`src/rtl/rec_pkg.sv`:
```
// Shared definitions for the record stream writer.
//   - rec_state_e   : writer FSM state encoding
//   - RecDataW/...  : default sample width, RAM address width and FIFO depth
//   - fifo_depth_ok : legality check for the sample FIFO depth (power of 2, >= 2)
package rec_pkg;

  localparam int unsigned RecDataW     = 16;
  localparam int unsigned RecAddrW     = 26;
  localparam int unsigned RecFifoDepth = 8;

  typedef enum logic [2:0] {
    StIdle,
    StCapture,
    StSetup,
    StWrite,
    StAdvance,
    StDrain
  } rec_state_e;

  function automatic bit fifo_depth_ok(input int unsigned depth);
    return (depth >= 2) && ((depth & (depth - 1)) == 0);
  endfunction

endpackage

```
`src/rtl/sample_fifo.sv`:
```
// Synchronous sample FIFO with registered read.
// Ports:
//   clk_i    : clock
//   rst_ni   : synchronous active-low reset
//   clear_i  : discard all contents (read data register is kept)
//   push_i   : write wdata_i when not full
//   pop_i    : load head into rdata_o on the next edge when not empty
//   wdata_i  : write data
//   rdata_o  : registered read data, holds until the next pop
//   full_o   : no free entry
//   empty_o  : no stored entry
//   level_o  : number of stored entries
module sample_fifo #(
  parameter int unsigned DATA_W = 16,
  parameter int unsigned DEPTH  = 8
) (
  input  logic                     clk_i,
  input  logic                     rst_ni,
  input  logic                     clear_i,
  input  logic                     push_i,
  input  logic                     pop_i,
  input  logic [DATA_W-1:0]        wdata_i,
  output logic [DATA_W-1:0]        rdata_o,
  output logic                     full_o,
  output logic                     empty_o,
  output logic [$clog2(DEPTH):0]   level_o
);

  localparam int unsigned PtrW = $clog2(DEPTH);

  logic [DATA_W-1:0] mem_q [DEPTH];
  logic [PtrW:0]     wptr_q, rptr_q;
  logic [DATA_W-1:0] rdata_q;
  logic              push_ok, pop_ok;

  // Pointers carry one extra wrap bit so full and empty are distinguishable.
  assign level_o = wptr_q - rptr_q;
  assign empty_o = (wptr_q == rptr_q);
  assign full_o  = (wptr_q[PtrW] != rptr_q[PtrW]) &&
                   (wptr_q[PtrW-1:0] == rptr_q[PtrW-1:0]);

  assign push_ok = push_i && !full_o;
  assign pop_ok  = pop_i && !empty_o;
  assign rdata_o = rdata_q;

  always_ff @(posedge clk_i) begin
    if (push_ok) begin
      mem_q[wptr_q[PtrW-1:0]] <= wdata_i;
    end
  end

  always_ff @(posedge clk_i) begin
    if (!rst_ni) begin
      wptr_q  <= '0;
      rptr_q  <= '0;
      rdata_q <= '0;
    end else if (clear_i) begin
      wptr_q <= '0;
      rptr_q <= '0;
    end else begin
      if (push_ok) begin
        wptr_q <= wptr_q + 1'b1;
      end
      if (pop_ok) begin
        rdata_q <= mem_q[rptr_q[PtrW-1:0]];
        rptr_q  <= rptr_q + 1'b1;
      end
    end
  end

endmodule

```
`src/rtl/record_stream_writer.sv`:
```
// Record path between the codec interface and the RAM wrapper. Codec samples are
// queued in a small FIFO and written to RAM one word at a time at addresses
// 0..max_addr. Dropped samples (FIFO full) are flagged in overflow.
// Optional feature: define REC_PEAK_METER_EN to build the peak level meter;
// otherwise peak is tied to zero.
// Ports:
//   clk, reset (sync, active-low)
//   start, stop            : one-cycle control pulses
//   sample_in/sample_valid : codec sample and strobe
//   max_addr               : last writable address, latched at start
//   ram_rdy                : RAM accepting writes
//   ram_addr/ram_data/ram_we : single-word write port
//   busy, done             : run status, done pulses on return to idle
//   mem_full, overflow     : sticky run status flags
//   last_addr              : highest address written in the last run
//   peak                   : peak absolute sample level
module record_stream_writer
  import rec_pkg::*;
#(
  parameter int unsigned DATA_W     = RecDataW,
  parameter int unsigned ADDR_W     = RecAddrW,
  parameter int unsigned FIFO_DEPTH = RecFifoDepth
) (
  input  logic              clk,
  input  logic              reset,
  input  logic              start,
  input  logic              stop,
  input  logic [DATA_W-1:0] sample_in,
  input  logic              sample_valid,
  input  logic [ADDR_W-1:0] max_addr,
  input  logic              ram_rdy,
  output logic [ADDR_W-1:0] ram_addr,
  output logic [DATA_W-1:0] ram_data,
  output logic              ram_we,
  output logic              busy,
  output logic              done,
  output logic              mem_full,
  output logic              overflow,
  output logic [ADDR_W-1:0] last_addr,
  output logic [DATA_W-1:0] peak
);

  if (!fifo_depth_ok(FIFO_DEPTH)) begin : g_bad_depth
    $error("FIFO_DEPTH must be a power of 2 and at least 2");
  end

  rec_state_e        state_q;
  logic [ADDR_W-1:0] addr_q, max_q, last_q;
  logic              we_q, busy_q, done_q, full_q, ovf_q;
  // Set once stop has been seen; from then on no sample is captured.
  logic              stop_seen_q;

  logic                        cap_en, push, push_rej, pop, fifo_clear;
  logic                        fifo_full, fifo_empty;
  logic [DATA_W-1:0]           fifo_rdata;
  logic [$clog2(FIFO_DEPTH):0] fifo_level;

  always_comb begin
    cap_en = 1'b0;
    pop    = 1'b0;
    unique case (state_q)
      StCapture: begin
        cap_en = !stop_seen_q;
        pop    = !stop && (fifo_level != '0) && ram_rdy;
      end
      StSetup, StWrite, StAdvance: cap_en = !stop_seen_q;
      StDrain:   pop = !fifo_empty && ram_rdy;
      default:   ;
    endcase
  end

  // Full is judged before any same-cycle pop.
  assign push       = sample_valid && cap_en;
  assign push_rej   = push && fifo_full;
  // Leftovers from a run ended at max_addr must not leak into the next run.
  assign fifo_clear = (state_q == StIdle) && start;

  sample_fifo #(
    .DATA_W (DATA_W),
    .DEPTH  (FIFO_DEPTH)
  ) u_fifo (
    .clk_i   (clk),
    .rst_ni  (reset),
    .clear_i (fifo_clear),
    .push_i  (push),
    .pop_i   (pop),
    .wdata_i (sample_in),
    .rdata_o (fifo_rdata),
    .full_o  (fifo_full),
    .empty_o (fifo_empty),
    .level_o (fifo_level)
  );

  always_ff @(posedge clk) begin
    if (!reset) begin
      state_q     <= StIdle;
      addr_q      <= '0;
      max_q       <= '0;
      last_q      <= '0;
      we_q        <= 1'b0;
      busy_q      <= 1'b0;
      done_q      <= 1'b0;
      full_q      <= 1'b0;
      ovf_q       <= 1'b0;
      stop_seen_q <= 1'b0;
    end else begin
      we_q   <= 1'b0;
      done_q <= 1'b0;
      if (push_rej) begin
        ovf_q <= 1'b1;
      end
      unique case (state_q)
        StIdle: begin
          if (start) begin
            state_q     <= StCapture;
            busy_q      <= 1'b1;
            max_q       <= max_addr;
            addr_q      <= '0;
            full_q      <= 1'b0;
            ovf_q       <= 1'b0;
            stop_seen_q <= 1'b0;
          end
        end
        StCapture: begin
          if (stop) begin
            state_q     <= StDrain;
            stop_seen_q <= 1'b1;
          end else if (pop) begin
            state_q <= StSetup;
          end
        end
        StSetup: begin
          we_q    <= 1'b1;
          state_q <= StWrite;
          if (stop) stop_seen_q <= 1'b1;
        end
        StWrite: begin
          last_q  <= addr_q;
          state_q <= StAdvance;
          if (stop) stop_seen_q <= 1'b1;
        end
        StAdvance: begin
          if (addr_q == max_q) begin
            state_q <= StIdle;
            busy_q  <= 1'b0;
            done_q  <= 1'b1;
            full_q  <= 1'b1;
          end else begin
            addr_q      <= addr_q + 1'b1;
            stop_seen_q <= stop_seen_q || stop;
            state_q     <= (stop_seen_q || stop) ? StDrain : StCapture;
          end
        end
        StDrain: begin
          if (fifo_empty) begin
            state_q <= StIdle;
            busy_q  <= 1'b0;
            done_q  <= 1'b1;
          end else if (pop) begin
            state_q <= StSetup;
          end
        end
        default: state_q <= StIdle;
      endcase
    end
  end

  assign ram_addr  = addr_q;
  assign ram_data  = fifo_rdata;
  assign ram_we    = we_q;
  assign busy      = busy_q;
  assign done      = done_q;
  assign mem_full  = full_q;
  assign overflow  = ovf_q;
  assign last_addr = last_q;

`ifdef REC_PEAK_METER_EN
  logic [DATA_W-1:0] peak_q, mag;

  // Two's-complement magnitude; the most negative code saturates.
  always_comb begin
    mag = sample_in;
    if (sample_in[DATA_W-1]) begin
      if (sample_in == {1'b1, {(DATA_W-1){1'b0}}}) begin
        mag = {1'b0, {(DATA_W-1){1'b1}}};
      end else begin
        mag = -sample_in;
      end
    end
  end

  always_ff @(posedge clk) begin
    if (!reset) begin
      peak_q <= '0;
    end else if (fifo_clear) begin
      peak_q <= '0;
    end else if (push && !fifo_full && (mag > peak_q)) begin
      peak_q <= mag;
    end
  end

  assign peak = peak_q;
`else
  assign peak = '0;
`endif

endmodule

```
`config.mk`:
```
export PLATFORM = sky130hd
export DESIGN_NAME = record_stream_writer
export DESIGN_NICKNAME = d
export VERILOG_FILES = /design/src/rtl/rec_pkg.sv /design/src/rtl/sample_fifo.sv /design/src/rtl/record_stream_writer.sv
export SDC_FILE = /design/constraint.sdc
export NUM_CORES = 1
export LEC_CHECK = 0
export BUFFER_PORTS_ARGS = -buffer_cell sky130_fd_sc_hd__buf_4
export CORE_AREA = 4 4 144 146
export DETAILED_ROUTE_END_ITERATION = 6
export DIE_AREA = 0 0 148 150
export PLACE_DENSITY = 0.8
export REMOVE_ABC_BUFFERS = 1
export SYNTH_ARGS = -nofsm -noshare
export SYNTH_HDL_FRONTEND = slang
export SYNTH_HIERARCHICAL = 1
export SYNTH_SLANG_ARGS = --single-unit
```
`constraint.sdc`:
```
create_clock -name clk -period 3.4 [get_ports clk]
set_input_delay 0.34 -clock clk [delete_from_list [all_inputs] [get_ports clk]]
set_output_delay 0.34 -clock clk [all_outputs]
set_load 0.005 [all_outputs]
```
==> results of run 1 <==
[synthesized netlist by cell type, drive strengths merged (13+ instances only)]
cell,number
a21boi,52
edfxtp,128
a22o,16
nor2,48
clkbuf,22
xor2,29
a31o,13
nand2,182
buf,43
a21oi,23
mux4,32
dfxtp,111
[power by group through the flow]
stage	combinational [uW]	clock, uW	sequential, uW
global route	320	2680	3100
global placement	278	0	3160
floorplan	153	0	3160
CTS	287	2540	3100
finish	286	2490	3100
detailed placement	286	0	3160
[layer usage]
layer / track usage [%] / wire [um] / up-vias
met5: 0 / 0 / -
met4: 5.96 / 499 / 0
met3: 3.69 / 1390 / 45
met2: 34.0 / 10800 / 228
met1: 25.4 / 9250 / 3245
li1: - / - / 3184
[worst max-delay path, stage by stage, from the launching register on]
cell and delay [ns]:
dfxtp_1 0.49, or3b_1 0.21, or2_1 0.40, clkinv_1 0.46
nand2b_1 0.46, nor2_4 0.48, a22o_1 0.21
[registers in the layout, summed over array words and instances (netlist names), 3 cells and up]
signal,count
u_fifo/rdata_o,16
ram_addr,26
max_q,26
state_q,3
u_fifo/rptr_q,4
u_fifo/mem_q,128
u_fifo/wptr_q,4
last_addr,26
[how the worst max path moves through the flow]
stage,start,to
global route,state_q[0],u_fifo/rdata_o[1]
global placement,u_fifo/wptr_q[1],u_fifo/rdata_o[1]
floorplan,u_fifo/rptr_q[0],u_fifo/mem_q[1][0]
finish,state_q[0],u_fifo/rdata_o[0]
detailed placement,state_q[0],u_fifo/rdata_o[3]
CTS,state_q[0],u_fifo/rdata_o[3]
[cell families (layout without fill, tap and decap cells)]
logic type	count (synthesis)	count (layout)	share of synthesized area, %
AOI/OAI and AO/OA	143	143	10.8
xor gates and xnor gates	35	35	3.14
adders and majority gates	7	7	0.951
buffers and inverters	78	201	4.19
DFF	239	239	60.7
muxes	36	36	7.61
other	1	16	0.0375
and+or+nand+nor	289	289	12.7
[area by class of cell]
| cell class | instances | area, um2 |
|---|---|---|
| fillers | 1520 | 7530 |
| flip-flops and latches | 239 | 6070 |
| multi-input cells | 526 | 3580 |
| repair buffers | 144 | 1090 |
| clock buffers | 30 | 644 |
| well taps | 265 | 332 |
| clock inverters | 14 | 103 |
| inverters | 13 | 48.8 |
[metrics by stage]
| step | hold WS (ns) | total power, uW | TNS [ns] | util, % |
|---|---|---|---|---|
| 5_1_grt | 0.0447 | 6100 | 0 | 61.2 |
| 2_1_floorplan | 0.439 | 3310 | -45.10 | - |
| 3_5_place_dp | 0.457 | 3450 | 0 | 57.3 |
| 3_3_place_gp | 0.450 | 3440 | 0 | 57.3 |
| 6_report | 0.0552 | 5870 | 0 | 61.2 |
| 4_1_cts | 0.0390 | 5930 | 0 | 61.2 |
==> impl_metrics.ini, run 1 <==
[clock_tree]
clockRootBuffer = clkbuf_16
cts_resized = 0
cts_buffers = 24
postCtsSetupBuffers = 0
cts_tree = done
cts_num_sinks = 239
hold_buffers = 0
cts_buffer_depth = 3
htreeDepth = 1
clk_pin_slew_ns = 0.06
clock_latency_ns = 0.51

[job]
max_cap_violations = 0

[power_and_ir_drop]
p_clk_share_pct = 42.3
pwr-share-comb_pct = 4.9
p_leak_uw = 0.00458
p_int_uw = 4620
power_density_nw_per_um2 = 495
ir_drop_uv = 337
sequentialPowerShare_pct = 52.8
switching_share_pct = 21.4
p_sw_uw = 1260

[synth]
syn_inst = 828
synth-seq-area-share_pct = 60.7
synthTopCellsByArea = edfxtp_1 (38%), dfxtp_1 (22%), mux4_2 (7.2%), nand2_1 (6.8%), a21boi_0 (3.9%)
ys_warn_count = 6
yosys.area.top_type = edfxtp_1
synth_top_area_share_pct = 38.4
synthFlopType = edfxtp_1
syn_area_per_cell_um2 = 12.1
synth_enable_flop_cells = 128
ys_seq_elements = 239
synth.cell_area_um2 = 10000
postSynth.asyncResetShare_pct = 0
synth.distinct_cells = 60

[setup_path]
worstSetupPathType = reg2reg
cp.required_ns = 3.85
worst_setup_path_end_kind = flop
r2r_slack_ns = 0.62
critPathMaxFanout = 16
timing.rr.end = u_fifo/rdata_o[0]
worst_setup_path_start_kind = flop
rr_startpoint = state_q[0]
crit_arrival_ns = 3.23
reg2regPathDepth = 6

[sta]
maxSlewViolCount = 0
max_slew_margin_pct = 39.7
rsz0062_at_grt = no
hold_viol = 0
period_needed_ns = 2.78
setup_viol = 0
worstMarginPinSlew_ns = 0.905
worst_slack_ns = 0.622
post-route-period-util_pct = 81.7
finClkSkew_ns = 0.0159
max_freq_mhz = 360

[layout]
drive_above_1_share_pct = 24.7
final_cell_mix = nand2_1 (182), buf_4 (143), edfxtp_1 (128), dfxtp_1 (110), a21boi_0 (52)
area_delta_synth_final_pct = 18.7
final_common_cell = nand2_1
design_area_um2 = 11900
diodes = 0
layout.nets = 1003
final_cells = 1231

[route]
wl_per_cell_um = 17.8
drtIter0Drc = 403
vias = 6702
route.detailed.drc = 0
ant_nets = 0
via_per_inst = 5.44
firstDrtPassIters = 5
wl_mm = 22.0

[placement]
dp.final_hpwl_mm = 14.4
globalplace.congestion = 0.811
io_buffers = 120
placed_area_um2 = 11100
placedCellCount = 1187
pre_cts_slack_ns = 0.626

[global_route]
grt-ovfl-total = 0
antenna_found_initial = 0
grt_pass1_vias = 6633
grt_max_degree = 36
grt_usage_pct = 19.7
grt_pass1_wl_mm = 34.9

[run_status]
outcome = finished clean

[floorplan]
initial_utilization_pct = 51.6
die_height_um = 150
die_w_um = 148
ios = 137
core-area_um2 = 19400
die_area_um2 = 22200
num_rows = 51

[hold_path]
hold_end = u_fifo/mem_q[6][3]
min_path_cells = 1
min-delay-start = sample_in[3]
hold_path_class = in2reg
(Power assumes the default switching activity.)
==> inputs of run 2 (changes only) <==
- CORE_AREA: 4 4 144 146 -> 4 4 138 140
- DIE_AREA: 0 0 148 150 -> 0 0 142 144
- PLACE_DENSITY: 0.8 -> 0.83
- clock period: 3.4 -> 2.7 ns (I/O delays scaled with it)
==> impl_metrics.ini, run 2 (same netlist as run 1, synthesis figures left out) <==
[layout]
largest_reg_flops = 128
layout.nets = 1037
diodes = 0
area_delta_synth_final_pct = 22.2
final_cells = 1228
final_cell_mix = nand2_1 (182), buf_4 (161), edfxtp_1 (128), dfxtp_1 (109), a21boi_0 (52)
drive_above_1_share_pct = 26.0
final_common_cell = nand2_1
design_area_um2 = 12200
fin_util_pct = 68.5

[power_and_ir_drop]
sequentialPowerShare_pct = 50.5
p_clk_share_pct = 44.4
p_int_uw = 6110
power_density_nw_per_um2 = 633
switching_share_pct = 21.0
pwr-share-comb_pct = 5.1
ir_drop_uv = 638
p_sw_uw = 1630
p_leak_uw = 0.00477

[floorplan]
ios = 137
die_w_um = 142
die_height_um = 144
die_area_um2 = 20400
initial_utilization_pct = 56.1
num_rows = 49
core-area_um2 = 17800

[global_route]
grt_pass1_vias = 6798
grt_max_degree = 50
antenna_found_initial = 0
grt_usage_pct = 23.1
grt-ovfl-total = 0
grt_pass1_wl_mm = 37.2

[placement]
dp.final_hpwl_mm = 14.8
placedCellCount = 1166
io_buffers = 120
placed_area_um2 = 11200
globalplace.congestion = 0.803

[setup_path]
crit_arrival_ns = 2.99
reg2regPathDepth = 12
worstSetupPathType = reg2reg
critPathMaxFanout = 16
worst_setup_path_start_kind = flop
r2r_slack_ns = 0.11
rr_startpoint = u_fifo/rptr_q[1]
timing.rr.end = u_fifo/rdata_o[11]
cp.required_ns = 3.10
worst_setup_path_end_kind = flop

[sta]
finClkSkew_ns = 0.0171
hold_viol = 0
max_freq_mhz = 386
period_needed_ns = 2.59
rsz0062_at_grt = no
maxSlewViolCount = 0
setup_viol = 0
fin_setup_tns_ns = 0
post-route-period-util_pct = 95.8
max_slew_margin_pct = 40.2
worstMarginPinSlew_ns = 0.898

[route]
vias = 6900
wl_per_cell_um = 19.7
wl_mm = 24.2
via_per_inst = 5.62
firstDrtPassIters = 5
ant_nets = 0
drtIter0Drc = 495
route.detailed.drc = 0

[clock_tree]
clk_pin_slew_ns = 0.07
cts_tree = done
cts_buffer_depth = 3
clockRootBuffer = clkbuf_16
cts_num_sinks = 239
clock_latency_ns = 0.52
cts_buffers = 24
htreeDepth = 1

[job]
max_cap_violations = 0

[hold_path]
hold_path_class = in2reg
hold_end = u_fifo/mem_q[3][13]
min-delay-start = sample_in[13]
min_path_cells = 1

[run_status]
outcome = finished clean
run 2: worst max path at each step:
stage	from	to	slack, ns
3_3_place_gp	u_fifo/wptr_q[0]	u_fifo/rdata_o[14]	0.15
6_report	u_fifo/rptr_q[1]	u_fifo/rdata_o[11]	0.11
5_1_grt	u_fifo/rptr_q[1]	u_fifo/rdata_o[2]	0.002
4_1_cts	u_fifo/rptr_q[1]	u_fifo/rdata_o[11]	0.05
3_5_place_dp	u_fifo/wptr_q[0]	u_fifo/rdata_o[7]	0.01
2_1_floorplan	u_fifo/rptr_q[0]	u_fifo/mem_q[1][0]	-1.44
run 2: area by class of cell:
class                           count  area, um2
Clock buffer                       30        644
Clock inverter                     13        161
Fill cell                        1191       5620
Inverter                           13       48.8
Multi-Input combinational cell    527       3630
Sequential cell                   239       6070
Tap cell                          229        287
Timing Repair Buffer              177       1380
run 2: through the flow:
stage	worst slack (ns)	total power (uW)	hold slack (ns)
after detailed placement	0.00997	4350	0.458
after global placement	0.149	4340	0.451
after global routing	0.00192	7990	0.0136
final	0.113	7730	0.00751
after CTS	0.0471	7760	0.000921
after floorplan	-1.44	4170	0.369
run 2: what timing repair did:
| item | in CTS | in global routing |
|---|---|---|
| gates cloned | 1 | 0 |
| setup buffers | 0 | 3 |
| pin swaps | 0 | 2 |
| endpoints found under the setup margin | 15 | 19 |
| hold buffers | 15 | 0 |
| endpoints found under the hold margin | 120 | 0 |
| resized for setup | 2 | 5 |
run 2: critical path, stage by stage, from the launching register on:
cell	delay, ns
dfxtp_2	0.36
clkinv_1	0.13
ha_4	0.25
a21o_1	0.18
a21oi_2	0.17
xnor2_1	0.09
nor4_2	0.32
nor3_1	0.08
o2111a_2	0.29
o21ai_4	0.14
nor2_4	0.08
buf_12	0.16
a22o_1	0.19
run 2: layer usage:
metal	global-route usage [%]	share of wire (%)
met5	0	0
met4	8.03	2.9
met3	3.47	6.7
met2	40.6	51
met1	29.4	39
run 2: power by group through the flow:
stage | Sequential (uW) | Clock [uW] | Combinational (uW)
floorplan | 3980 | 0 | 193
global placement | 3980 | 0 | 359
detailed placement | 3980 | 0 | 367
CTS | 3900 | 3460 | 392
global route | 3910 | 3650 | 439
finish | 3910 | 3430 | 398
==> inputs of run 3 (changes only) <==
- ABC_AREA: not set -> 1
- CAP_MARGIN: not set -> 10
- CORE_AREA: 4 4 138 140 -> 4 4 150 152
- DIE_AREA: 0 0 142 144 -> 0 0 154 156
- PLACE_DENSITY: 0.83 -> 0.81
- clock period: 2.7 -> 2.3 ns (I/O delays scaled with it)
==> impl_metrics.ini, run 3 <==
[run_status]
outcome = finished with violations
violations = hold timing, setup timing

[sta]
maxSlewViolCount = 0
rsz0062_at_grt = yes
timing.hold.ws_ns = -0.00687
period_needed_ns = 2.38
worstMarginPinSlew_ns = 0.794
hold_viol = 1
setup_viol = 16
post-route-period-util_pct = 104
finClkSkew_ns = 0.0162
fin_setup_tns_ns = -0.896
max_slew_margin_pct = 47.1
worst_slack_ns = -0.0833
max_freq_mhz = 420

[power_and_ir_drop]
power_density_nw_per_um2 = 677
ir_drop_uv = 500
p_total_uw = 9420
p_leak_uw = 0.00573

[synth]
synth.cell_area_um2 = 11100
syn_inst = 1312
postSynth.asyncResetShare_pct = 0
synth-seq-area-share_pct = 54.5
synth_enable_flop_cells = 128
ys_warn_count = 6
synthFlopType = edfxtp_1
synthTopCellsByCount = nand2_1 (392), inv_1 (130), edfxtp_1 (128), nand3_1 (123), dfxtp_1 (111)
ys_seq_elements = 239
synth.distinct_cells = 41
syn_area_per_cell_um2 = 8.48
yosys.area.top_type = edfxtp_1
synth_most_common_cell = nand2_1
synthTopCellsByArea = edfxtp_1 (35%), dfxtp_1 (20%), nand2_1 (13%), nand3_1 (5.5%), inv_1 (4.4%)
synth_top_area_share_pct = 34.6

[clock_tree]
htreeDepth = 1
cts_num_sinks = 239
clk_pin_slew_ns = 0.06
cts_buffer_depth = 3
clock_latency_ns = 0.53
cts_tree = done
cts_buffers = 25
clockRootBuffer = clkbuf_16

[route]
wl_per_cell_um = 16.7
route.detailed.drc = 0
firstDrtPassIters = 5
wl_mm = 30.0
drtIter0Drc = 713
via_per_inst = 5.30
vias = 9527
ant_nets = 0

[placement]
globalplace.congestion = 0.906
placed_area_um2 = 12400
dp.final_hpwl_mm = 17.9
pre_cts_slack_ns = -0.247
io_buffers = 120

[setup_path]
worstSetupPathType = reg2reg
worst_setup_path_start_kind = flop
cp.required_ns = 2.75
crit_arrival_ns = 2.84
worst_setup_path_end_kind = flop
critPathMaxFanout = 8
reg2regPathDepth = 14

[global_route]
antenna_found_initial = 1
grt_pass1_vias = 9195
grt_max_degree = 70
grt_pass1_wl_mm = 46.4
grt-ovfl-total = 0
grt_usage_pct = 23.6

[layout]
fin_util_pct = 66.2
diodes = 0
final_cell_mix = nand2_1 (388), buf_4 (178), edfxtp_1 (128), inv_1 (127), nand3_1 (115)
drive_above_1_share_pct = 21.1
design_area_um2 = 13900
layout.nets = 1561
area_delta_synth_final_pct = 25.2
largest_reg_flops = 128
n_fill_cell = 1570
final_common_cell = nand2_1

[floorplan]
die_height_um = 156
core-area_um2 = 21000
die_area_um2 = 24000
die_w_um = 154
ios = 137
initial_utilization_pct = 52.9
num_rows = 53

[job]
max_cap_violations = 0

[hold_path]
min_path_cells = 3
hold_path_class = in2reg
-- run 3: cell count changes after synthesis, moves of 42 or more --
cell,previous run,this run
inv_1,11,130
o21ai_0,7,55
nand3_1,3,123
nand2_1,182,392
nor2_1,47,89
a21oi_1,22,96
a21boi_0,52,0
-- run 3: power by group --
part	internal [uW]	total [uW]	switching, uW
clock	2290	3920	1640
combinational	337	858	521
sequential	4590	4640	49.8
total	7210	9420	2210
-- run 3: repair_timing --
item / in CTS / in global routing
endpoints found under the hold margin: 152 / 0
setup endpoints to repair: 52 / 85
pin swaps: 13 / 17
cloned: 1 / 1
buffers inserted: 9 / 1
gates resized for setup: 19 / 32
hold buffers: 40 / 0
-- run 3: kinds of logic (layout without fill, tap and decap cells) --
kind of cell             Yosys count  after routing  share of synthesized area, %
AO/OA/AOI/OAI                    165            165                          7.91
XOR/XNOR                          23             23                          1.81
adder cells (fa/ha/maj)            7              7                         0.855
buffers and inverters            222            417                          9.19
flip-flops                       239            239                          54.5
other                              1             16                        0.0337
AND/OR/NAND/NOR                  655            657                          25.7
-- run 3: worst paths after layout --
check,start,end,slack [ns]
setup / recovery,u_fifo/rptr_q[2],u_fifo/rdata_o[10],-0.08
hold / removal,max_addr[17],max_q[17],-0.007
setup reg to reg,u_fifo/rptr_q[2],u_fifo/rdata_o[10],-0.08
hold reg to reg,max_q[19],max_q[19],0.47
-- run 3: routing by layer --
metal	vias up	global-route usage, %	routed length (um)
met4	2	7.57	806
li1	4591	-	-
met5	-	0	7
met1	4410	30.4	12000
met2	458	39.9	14500
met3	66	5.08	2680
-- run 3: worst max-delay path: stages, from the launching register on --
cell        delay, ns
dfxtp_2          0.36
inv_4            0.05
ha_4             0.28
nand2_4          0.06
nor2_4           0.13
nand2_4          0.06
inv_2            0.07
nand2_2          0.08
a211oi_4         0.31
nand2_4          0.12
clkinvlp_4       0.14
clkinvlp_4       0.22
nand2_8          0.18
nand2_1          0.07
a21oi_1          0.15
-- run 3: through the flow --
stage / hold WS, ns / std cells
2_1_floorplan: 0.329 / 1252
3_3_place_gp: 0.450 / 1702
3_5_place_dp: 0.453 / 1702
4_1_cts: 0.00486 / 1797
5_1_grt: 0.0388 / 1799
6_report: -0.00687 / 1799
-- run 3: final cells by class --
| type | instances | area [um2] | share of cell area, % |
|---|---|---|---|
| Sequential cell | 239 | 6070 | 43.6 |
| Multi-Input combinational cell | 868 | 4280 | 30.8 |
| Timing Repair Buffer | 225 | 1860 | 13.4 |
| Clock buffer | 38 | 726 | 5.21 |
| Inverter | 147 | 569 | 4.09 |
| Tap cell | 275 | 344 | 2.47 |
| Clock inverter | 7 | 68.8 | 0.494 |
